$ cat config.mk
export PLATFORM = sky130hd
export DESIGN_NAME = mem_port_arbiter
export DESIGN_NICKNAME = d
export VERILOG_FILES = /design/src/rtl/mem_arb_pkg.sv /design/src/rtl/mem_arb_tag_pipe.sv /design/src/rtl/mem_port_arbiter.sv
export SDC_FILE = /design/constraint.sdc
export NUM_CORES = 1
export LEC_CHECK = 0
export BUFFER_PORTS_ARGS = -buffer_cell sky130_fd_sc_hd__buf_2
export CORE_AREA = 2 2 103 105
export DETAILED_ROUTE_END_ITERATION = 10
export DIE_AREA = 0 0 105 107
export PLACE_DENSITY_LB_ADDON = 0.3
export REMOVE_ABC_BUFFERS = 1
export SLEW_MARGIN = 20
export SYNTH_ARGS = -nofsm -noshare
export SYNTH_HDL_FRONTEND = slang
export SYNTH_SLANG_ARGS = --single-unit
$ cat constraint.sdc
create_clock -name clk -period 2.25 [get_ports clk]
set_input_delay 0.45 -clock clk [delete_from_list [all_inputs] [get_ports clk]]
set_output_delay 0.45 -clock clk [all_outputs]
set_load 0.03 [all_outputs]
$ cat src/rtl/mem_arb_pkg.sv
// ============================================================================
// Module      : mem_arb_pkg
// Description : Shared types and constants for the unified-memory port
//               arbiter. Defines the owner tag that travels with every memory
//               access. It also holds the legal ranges for the latency and
//               starvation parameters.
// Revision    : 1.0 - initial release
// ============================================================================
`default_nettype none

package mem_arb_pkg;

    // Owner of an in-flight memory access. OWN_NONE marks an idle slot.
    typedef enum logic [1:0] {
        OWN_NONE = 2'd0,
        OWN_IF   = 2'd1,
        OWN_ME   = 2'd2
    } owner_t;

    localparam int MEM_LAT_MIN      = 1;
    localparam int MEM_LAT_MAX      = 4;
    localparam int STARVE_LIMIT_MIN = 1;
    localparam int STARVE_LIMIT_MAX = 15;
    // This width is wide enough for any legal STARVE_LIMIT.
    localparam int STARVE_CNT_W     = 4;

endpackage : mem_arb_pkg

`default_nettype wire

$ cat src/rtl/mem_arb_tag_pipe.sv
// ============================================================================
// Module      : mem_arb_tag_pipe
// Description : DEPTH-stage shift register of owner tags. The tag written on a
//               grant cycle appears on tag_o exactly DEPTH cycles later. This
//               tells the arbiter which requester the returning read data
//               belongs to.
// Ports       : clk   - rising-edge clock
//               reset - asynchronous, active-low reset (clears all stages)
//               tag_i - owner of the access granted this cycle
//               tag_o - owner of the access whose data returns this cycle
// Revision    : 1.0 - initial release
// ============================================================================
`default_nettype none

module mem_arb_tag_pipe
    import mem_arb_pkg::*;
#(
    parameter int DEPTH = 1
) (
    input  logic   clk,
    input  logic   reset,
    input  owner_t tag_i,
    output owner_t tag_o
);

    owner_t stage_q [DEPTH];

    always_ff @(posedge clk or negedge reset) begin
        if (!reset) begin
            for (int i = 0; i < DEPTH; i++) begin
                stage_q[i] <= OWN_NONE;
            end
        end else begin
            stage_q[0] <= tag_i;
            for (int i = 1; i < DEPTH; i++) begin
                stage_q[i] <= stage_q[i-1];
            end
        end
    end

    assign tag_o = stage_q[DEPTH-1];

endmodule : mem_arb_tag_pipe

`default_nettype wire

$ cat src/rtl/mem_port_arbiter.sv
// ============================================================================
// Module      : mem_port_arbiter
// Description : Shares one single-port synchronous RAM between the IF (fetch)
//               and ME (load/store) requesters.
//               - ME has fixed priority. IF is forced to win after
//                 STARVE_LIMIT consecutive losses.
//               - Accesses are pipelined: one new grant per cycle at most.
//               - Each requester may have only one access outstanding.
//               - Read data is routed back to its owner MEM_LATENCY cycles
//                 after the grant.
// Optional    : MEM_ARB_PERF_EN - adds the saturating stall-cycle counters
//               if_stall_cnt / me_stall_cnt.
// Ports       : clk, reset (async active-low)
//               if_req/if_addr -> if_gnt, if_rvalid, if_rdata
//               me_req/me_we/me_addr/me_wdata -> me_gnt, me_rvalid, me_rdata
//               mem_en/mem_we/mem_addr/mem_wdata -> RAM, mem_rdata <- RAM
//               stall_if/stall_me -> pipeline hold controls
// Revision    : 1.0 - initial release
// ============================================================================
`default_nettype none

module mem_port_arbiter
    import mem_arb_pkg::*;
#(
    parameter int ADDR_WIDTH   = 32,
    parameter int DATA_WIDTH   = 32,
    parameter int MEM_LATENCY  = 1,
    parameter int STARVE_LIMIT = 4
) (
    input  logic                  clk,
    input  logic                  reset,
    // Fetch requester
    input  logic                  if_req,
    input  logic [ADDR_WIDTH-1:0] if_addr,
    output logic                  if_gnt,
    output logic                  if_rvalid,
    output logic [DATA_WIDTH-1:0] if_rdata,
    // Load/store requester
    input  logic                  me_req,
    input  logic                  me_we,
    input  logic [ADDR_WIDTH-1:0] me_addr,
    input  logic [DATA_WIDTH-1:0] me_wdata,
    output logic                  me_gnt,
    output logic                  me_rvalid,
    output logic [DATA_WIDTH-1:0] me_rdata,
`ifdef MEM_ARB_PERF_EN
    output logic [31:0]           if_stall_cnt,
    output logic [31:0]           me_stall_cnt,
`endif
    // Memory port
    output logic                  mem_en,
    output logic                  mem_we,
    output logic [ADDR_WIDTH-1:0] mem_addr,
    output logic [DATA_WIDTH-1:0] mem_wdata,
    input  logic [DATA_WIDTH-1:0] mem_rdata,
    // Pipeline stalls
    output logic                  stall_if,
    output logic                  stall_me
);

    // ------------------------------------------------------------------
    // Elaboration-time parameter checks
    // ------------------------------------------------------------------
    if (MEM_LATENCY < MEM_LAT_MIN || MEM_LATENCY > MEM_LAT_MAX) begin : g_bad_latency
        $error("mem_port_arbiter: MEM_LATENCY out of range");
    end
    if (STARVE_LIMIT < STARVE_LIMIT_MIN || STARVE_LIMIT > STARVE_LIMIT_MAX) begin : g_bad_starve
        $error("mem_port_arbiter: STARVE_LIMIT out of range");
    end

    localparam logic [STARVE_CNT_W-1:0] LIMIT = STARVE_CNT_W'(STARVE_LIMIT);

    logic [STARVE_CNT_W-1:0] starve_cnt_q, starve_cnt_d;
    logic                    pend_if_q, pend_if_d;
    logic                    pend_me_q, pend_me_d;
    owner_t                  tag_in, tag_out;

    logic if_rv, me_rv;
    logic if_elig, me_elig, force_if;
    logic if_gnt_w, me_gnt_w;

    // ------------------------------------------------------------------
    // Response routing
    // ------------------------------------------------------------------
    assign if_rv = (tag_out == OWN_IF);
    assign me_rv = (tag_out == OWN_ME);

    // ------------------------------------------------------------------
    // Arbitration
    // ------------------------------------------------------------------
    // A requester can be granted only when it has nothing in flight, or
    // when its only in-flight access completes this cycle (back-to-back).
    // The reset term keeps every grant-derived output low while reset is
    // held, independent of the clock.
    assign if_elig  = reset & if_req & (~pend_if_q | if_rv);
    assign me_elig  = reset & me_req & (~pend_me_q | me_rv);
    assign force_if = if_elig & (starve_cnt_q == LIMIT);
    assign me_gnt_w = me_elig & ~force_if;
    assign if_gnt_w = if_elig & ~me_gnt_w;

    assign tag_in = me_gnt_w ? OWN_ME : (if_gnt_w ? OWN_IF : OWN_NONE);

    mem_arb_tag_pipe #(
        .DEPTH (MEM_LATENCY)
    ) u_tag_pipe (
        .clk   (clk),
        .reset (reset),
        .tag_i (tag_in),
        .tag_o (tag_out)
    );

    // ------------------------------------------------------------------
    // Starvation counter and pending flags
    // ------------------------------------------------------------------
    always_comb begin
        starve_cnt_d = starve_cnt_q;
        if (!if_req || if_gnt_w) begin
            starve_cnt_d = '0;
        end else if (me_gnt_w && (starve_cnt_q != LIMIT)) begin
            starve_cnt_d = starve_cnt_q + 1'b1;
        end
    end

    assign pend_if_d = if_gnt_w | (pend_if_q & ~if_rv);
    assign pend_me_d = me_gnt_w | (pend_me_q & ~me_rv);

    always_ff @(posedge clk or negedge reset) begin
        if (!reset) begin
            starve_cnt_q <= '0;
            pend_if_q    <= 1'b0;
            pend_me_q    <= 1'b0;
        end else begin
            starve_cnt_q <= starve_cnt_d;
            pend_if_q    <= pend_if_d;
            pend_me_q    <= pend_me_d;
        end
    end

    // ------------------------------------------------------------------
    // Outputs
    // ------------------------------------------------------------------
    assign if_gnt    = if_gnt_w;
    assign me_gnt    = me_gnt_w;
    assign if_rvalid = if_rv;
    assign me_rvalid = me_rv;
    assign if_rdata  = reset ? mem_rdata : '0;
    assign me_rdata  = reset ? mem_rdata : '0;

    assign mem_en    = if_gnt_w | me_gnt_w;
    assign mem_we    = me_we & me_gnt_w;
    assign mem_addr  = me_gnt_w ? me_addr : (if_gnt_w ? if_addr : '0);
    assign mem_wdata = reset ? me_wdata : '0;

    assign stall_if  = reset & ((if_req & ~if_gnt_w) | (pend_if_q & ~if_rv));
    assign stall_me  = reset & ((me_req & ~me_gnt_w) | (pend_me_q & ~me_rv));

`ifdef MEM_ARB_PERF_EN
    // ------------------------------------------------------------------
    // Saturating stall-cycle counters
    // ------------------------------------------------------------------
    logic [31:0] if_stall_cnt_q, me_stall_cnt_q;

    always_ff @(posedge clk or negedge reset) begin
        if (!reset) begin
            if_stall_cnt_q <= '0;
            me_stall_cnt_q <= '0;
        end else begin
            if (stall_if && (if_stall_cnt_q != 32'hFFFF_FFFF)) begin
                if_stall_cnt_q <= if_stall_cnt_q + 32'd1;
            end
            if (stall_me && (me_stall_cnt_q != 32'hFFFF_FFFF)) begin
                me_stall_cnt_q <= me_stall_cnt_q + 32'd1;
            end
        end
    end

    assign if_stall_cnt = if_stall_cnt_q;
    assign me_stall_cnt = me_stall_cnt_q;
`endif

endmodule : mem_port_arbiter

`default_nettype wire

; ---- Yosys cells after proc, flatten, opt, wreduce, memory -nomap -nowiden
; Index checks and enable logic that the tools add are counted.
[word_totals]
ff_bits = 8
out_inout_bits = 136
elab_cells = 49
[classes]
n_eq_ne = 4
reduce_logical = 4
add_sub_neg = 1
bitwise_logic = 28
mux = 8
[op_table]
columns = op, count
row1 = 2-to-1 mux 32 bit, 4
row2 = bitwise AND 1 bit, 14
row3 = 2-to-1 mux 4 bit, 2
row4 = NOT 1 bit, 7
row5 = OR 1 bit, 7
row6 = adder 4 x 1 -> 4 bit (second input constant), 1
row7 = equality test 4 x 3 -> 1 bit (second input constant), 1
row8 = != test 4 x 3 -> 1 bit (second input constant), 1
row9 = equality test 2 x 1 -> 1 bit (second input constant), 1
row10 = equality test 2 bit (second input constant), 1
row11 = 2-to-1 mux 2 bit, 1
row12 = nonzero test 2 bit, 1
row13 = logical AND 1 bit, 1
row14 = logical NOT 1 bit, 1
row15 = logical OR 1 bit, 1
row16 = 2-to-1 mux 1 bit, 1

; ---- Logic depth before layout (Yosys ltp)
[depth]
ltp_word = 12
depth_mapped = 7

; ---- Cells and area by module
; A second synthesis with hierarchy kept.
[hier_totals]
hier_cells = 189
hier_area_um2 = 1531.5
[modules_own_cells]
columns = mod, instances, seq_area_each_um2, area_each_um2, cells_per_inst
row1 = mem_port_arbiter, 1, 150.1, 1481.4, 187
row2 = mem_arb_tag_pipe, 1, 50.0, 50.0, 2

; ---- Worst setup path after synthesis
; No wires, ideal clock.
[synth_path]
kind = register to output
startpoint = register starve_cnt_q[0]
endpoint = output mem_addr[23]
slack_ps = 180
t_arrival_ps = 1620
stages_incl_launch_ff = 8
required_time_ps = 1800
path_cell_list = dfrtp_1 > inv_1 > ha_1 > nand3b_1 > o2111a_2 > nor2_8 > buf_8 > a22o_1
[synth_between]
elab_chain_len = 8
[synth_lines]
columns = item, line_no
row1 = "start, declared", mem_port_arbiter.sv:73  ; logic [STARVE_CNT_W-1:0] starve_cnt_q, starve_cnt_d;
row2 = "start signal, assigned", mem_port_arbiter.sv:133  ; starve_cnt_q <= starve_cnt_d;
row3 = equality test 4 x 3 -> 1 bit, mem_port_arbiter.sv:97  ; assign force_if = if_elig & (starve_cnt_q == LIMIT);
row4 = bitwise AND 1 bit, mem_port_arbiter.sv:97
row5 = NOT 1 bit, mem_port_arbiter.sv:98  ; assign me_gnt_w = me_elig & ~force_if;
row6 = bitwise AND 1 bit, mem_port_arbiter.sv:98
row7 = NOT 1 bit, mem_port_arbiter.sv:99  ; assign if_gnt_w = if_elig & ~me_gnt_w;
row8 = bitwise AND 1 bit, mem_port_arbiter.sv:99
row9 = named net if_gnt, mem_port_arbiter.sv:35  ; output logic if_gnt,
row10 = 2-to-1 mux 32 bit (2 in a row), mem_port_arbiter.sv:151  ; assign mem_addr = me_gnt_w ? me_addr : (if_gnt_w ? if_addr : '0);
row11 = "end, declared", mem_port_arbiter.sv:53  ; output logic [ADDR_WIDTH-1:0] mem_addr,
; The timed path passes the listed nets, and every way through them passes these cells.

; ---- Final worst setup path
[layout_path]
startpoint = register starve_cnt_q[0]
endpoint = output mem_addr[31]
[layout_between]
elab_chain_len = 8
[layout_lines]
columns = item, line_no
row1 = equality test 4 x 3 -> 1 bit *, mem_port_arbiter.sv:97
row2 = bitwise AND 1 bit *, mem_port_arbiter.sv:97
row3 = NOT 1 bit *, mem_port_arbiter.sv:98
row4 = bitwise AND 1 bit *, mem_port_arbiter.sv:98
row5 = NOT 1 bit, mem_port_arbiter.sv:99
row6 = bitwise AND 1 bit, mem_port_arbiter.sv:99
row7 = 2-to-1 mux 32 bit, mem_port_arbiter.sv:151
row8 = 2-to-1 mux 32 bit *, mem_port_arbiter.sv:151
; Every way passes the cells marked *; elsewhere a longest branch is shown, timed or not.

==> out/metrics.csv <==
stage,metric,value,unit
power,Static Leak,1.882,nW
global_routing,global-route wire length before repair,12390,um
clock_tree,clk root buf,clkbuf_8,
clock_tree,clock latency on the worst-skew pair,0.23,ns
yosys,largest area contributor in the netlist,and2_1,
yosys,Syn. warnings,0,
critical_path,startpoint types,flip-flop,
critical_path,crit-path cells,"inv_2, ha_4, nand3b_1, a211oi_4, buf_6, nor2_4, clkbuf_16, a22o_1, buf_6",
critical_path,Crit Path Category,flip-flop to output port,
clock_tree,clk sinks,8,
timing,Slew headroom,72.33,%
yosys,Synth Area in Simple Gates,34.89,%
die,die height,107,um
finish,fillers,1106,
yosys,Cell variety after synth,30,
timing,final clock skew,0.0007357,ns
detailed_routing,Post-DRT Antenna Nets,0,
yosys,Synth Area in Adders,1.634,%
finish,# nets final,570,
critical_path,Worst Setup EP,mem_addr[31],
job,number of max-cap violations,0,
critical_path,R2R cell count,7,
yosys,Synth Cell Area,1531,um2
die,Starting Density,15.17,%
yosys,dominant cells by area after synthesis,"and2_1, a22o_1, buf_4",
critical_path,Worst EP arrival,1.91,ns
yosys,post-synthesis compound-gate area fraction,25.74,%
global_routing,vias in the first global route,2437,
timing,hold slack,0.02969,ns
timing,final setup vio count,33,
die,Core Area,10090,um2
timing,Tightest Pin Transition,0.4151,ns
power,Peak VDD IR,140.5,uV
place,HPWL after detailed placement,6951,um
finish,final core utilization,31.99,%
yosys,XOR/XNOR Fraction of Synth Area,0.5719,%
hold_path,class of the worst hold path,input pin to async pin,
finish,post-route insts no fill,569,
outcome,outcome,finished with violations,
yosys,Mapped Cells,189,
place,placed cells,557,
die,die width,105,um
finish,ratio of cells with drive above 1 in the final layout,69.98,%
timing,Max Clock Freq,0.4235,GHz
yosys,post-synthesis mux area share,0,%
clock_tree,largest buffer count on any clock path,2,
yosys,register bit total from synthesis,8,
detailed_routing,DR DRC count,0,
die,std cell rows,37,
detailed_routing,drt wl/cell,14.87,um
place,PortBufs,268,
critical_path,Slowest cell on crit path,dfrtp_1,
global_routing,gr ovfl total,0,
timing,fin. max-slew vios,0,
finish,ANT cells,0,
timing,post-route worst setup slack,-0.1113,ns
detailed_routing,DR vias/cell,4.093,
place,Placed Area,2793,um2
outcome,failing checks,setup timing,
critical_path,required time of the critical path,1.80,ns
detailed_routing,WL final,8463,um
timing,RSZ-0062 raised after global routing,true,
critical_path,reg-to-reg critical path endpoint,pend_if_q,
finish,Multi-input gate area,987.2,um2
timing,Fin. Hold Viols,0,
critical_path,worst setup path startpoint,starve_cnt_q[0],
detailed_routing,vias,2329,
clock_tree,H-tree depth,1,
critical_path,reg2reg setup slack,0.78,ns
detailed_routing,Starting DRT DRC Count,47,
critical_path,max incr delay on CP,0.38,ns
yosys,Synth top area share,26.55,%
yosys,syn avg cell area,8.103,um2
critical_path,reg2reg start,starve_cnt_q[0],
die,IO Pins,269,
place,global placer's final weighted congestion,0.8183,
die,die area,11240,um2
yosys,combinational family with the most area after synthesis,simple AND/OR/NAND/NOR gates,
clock_tree,CTS tree,done,
timing,part of the cycle the worst path needs,104.9,%
critical_path,"Top cell by count, worst path",buf_6,
critical_path,"Max FO, Critical Path",4,
yosys,"Seq/Total Area, Yosys",13.07,%
global_routing,largest net degree at the start of global routing,58,
finish,post-route cell area,3228,um2
power,Cell Pwr Density,387.0,nW/um2
timing,min Tclk post-route,2.361,ns
clock_tree,"Reg clk slew, reported paths",0.04,ns
global_routing,Total GRT Usage,13.97,%
finish,Area Growth Syn to Fin,110.8,%
detailed_routing,drt pass-1 iters,4,
clock_tree,CTS Buf Count,3,
global_routing,initial antenna violation count,0,
finish,Reg area,200.2,um2
critical_path,endpoint class of the critical path,output port,
[cells by family (layout without fill, tap and decap cells)]
kind of cell | Yosys count | count (layout)
XOR/XNOR | 1 | 1
AND/OR/NAND/NOR | 82 | 83
AO/OA/AOI/OAI | 45 | 45
flip-flops | 8 | 8
buffers and inverters | 51 | 294
adder cells (fa/ha/maj) | 2 | 2
[per-layer routing]
metal  share of wire [%]  vias up  track usage (%)
met4                 1.9        0            3.905
met3                 8.3       11            2.249
met1                  35     1046            13.96
li1                    -     1107                -
met2                  55      165            29.17
met5                   0        -                0
[layout make-up]
cell class	count	area share, %
sequential	8	6.202
multi-input combinational	131	30.58
inverter	5	0.5814
clock buffer	3	1.279
tap	136	5.271
timing repair buffer	286	56.09
[power breakdown]
group          internal [mW]  switching, mW  total, mW
logic                  0.365          0.535      0.900
registers              0.157         0.0182      0.175
clock network          0.116         0.0582      0.174
[worst max-delay path: cells and delay by family, from the launching register on]
family                     cells  cell delay (ns)
and+or+nand+nor                2             0.21
buffers and inverters          4             0.55
adders and majority gates      1             0.12
AOI/OAI and AO/OA              2             0.43
DFF                            1             0.38
[cell usage in the layout (no fill, tap or decap), types with 3 or more instances in the layout]
cell type / n
nand3_1: 7
dfrtp_1: 8
buf_2: 233
inv_2: 3
buf_12: 4
o21ai_0: 3
and2_1: 65
clkbuf_8: 3
a22o_1: 32
buf_4: 9
buf_6: 37
[metrics by stage]
step	total power [mW]	setup TNS [ns]	worst slack, ns
floorplan	0.6531	-1.639	-0.05048
global placement	0.9989	-1.633	-0.06826
detailed placement	1.004	-3.550	-0.1355
CTS	1.253	-4.473	-0.1765
global route	1.315	-6.678	-0.2194
finish	1.249	-3.170	-0.1113
[state kept, by name (all words and copies together), names as in the netlist]
register and count:
starve_cnt_q 4, u_tag_pipe.tag_o 2, pend_if_q 1, pend_me_q 1
[worst min path at each step]
stage | cells after the start | slack, ns | end | startpoint
floorplan | 0 | 0.15 | pend_if_q | reset
global placement | 1 | 0.27 | starve_cnt_q[3] | reset
detailed placement | 1 | 0.27 | starve_cnt_q[3] | reset
CTS | 1 | 0.03 | starve_cnt_q[3] | reset
global route | 1 | 0.02 | starve_cnt_q[3] | reset
finish | 1 | 0.03 | starve_cnt_q[3] | reset
[synth_stat cells]
cell type and n:
nand2b_4 2, nor2_4 1, nand2_2 1, inv_2 1, buf_4 32, a22o_1 32, o2111a_2 1, and3_1 1
o22ai_1 1, nand3b_1 1, o211ai_2 1, ha_1 2, o21a_1 1, buf_8 3, a21o_1 2, o21ai_0 3
a32o_1 2, or3_1 1, a211oi_4 1, buf_2 1, nand3_1 7, and2_1 65, inv_1 4, clkbuf_1 7
nand2_1 2, nor2_8 1, xor2_1 1, dfrtp_1 8, buf_6 3, a21oi_1 1
[repair_timing]
item                       CTS  global route
pin swaps                   21             3
setup endpoints to repair   35            36
hold buffers                 0             0
gates cloned                 4             0
gates resized for setup     75             9
buffers inserted             4             1
No activity file was read; power rests on OpenSTA's default activity.
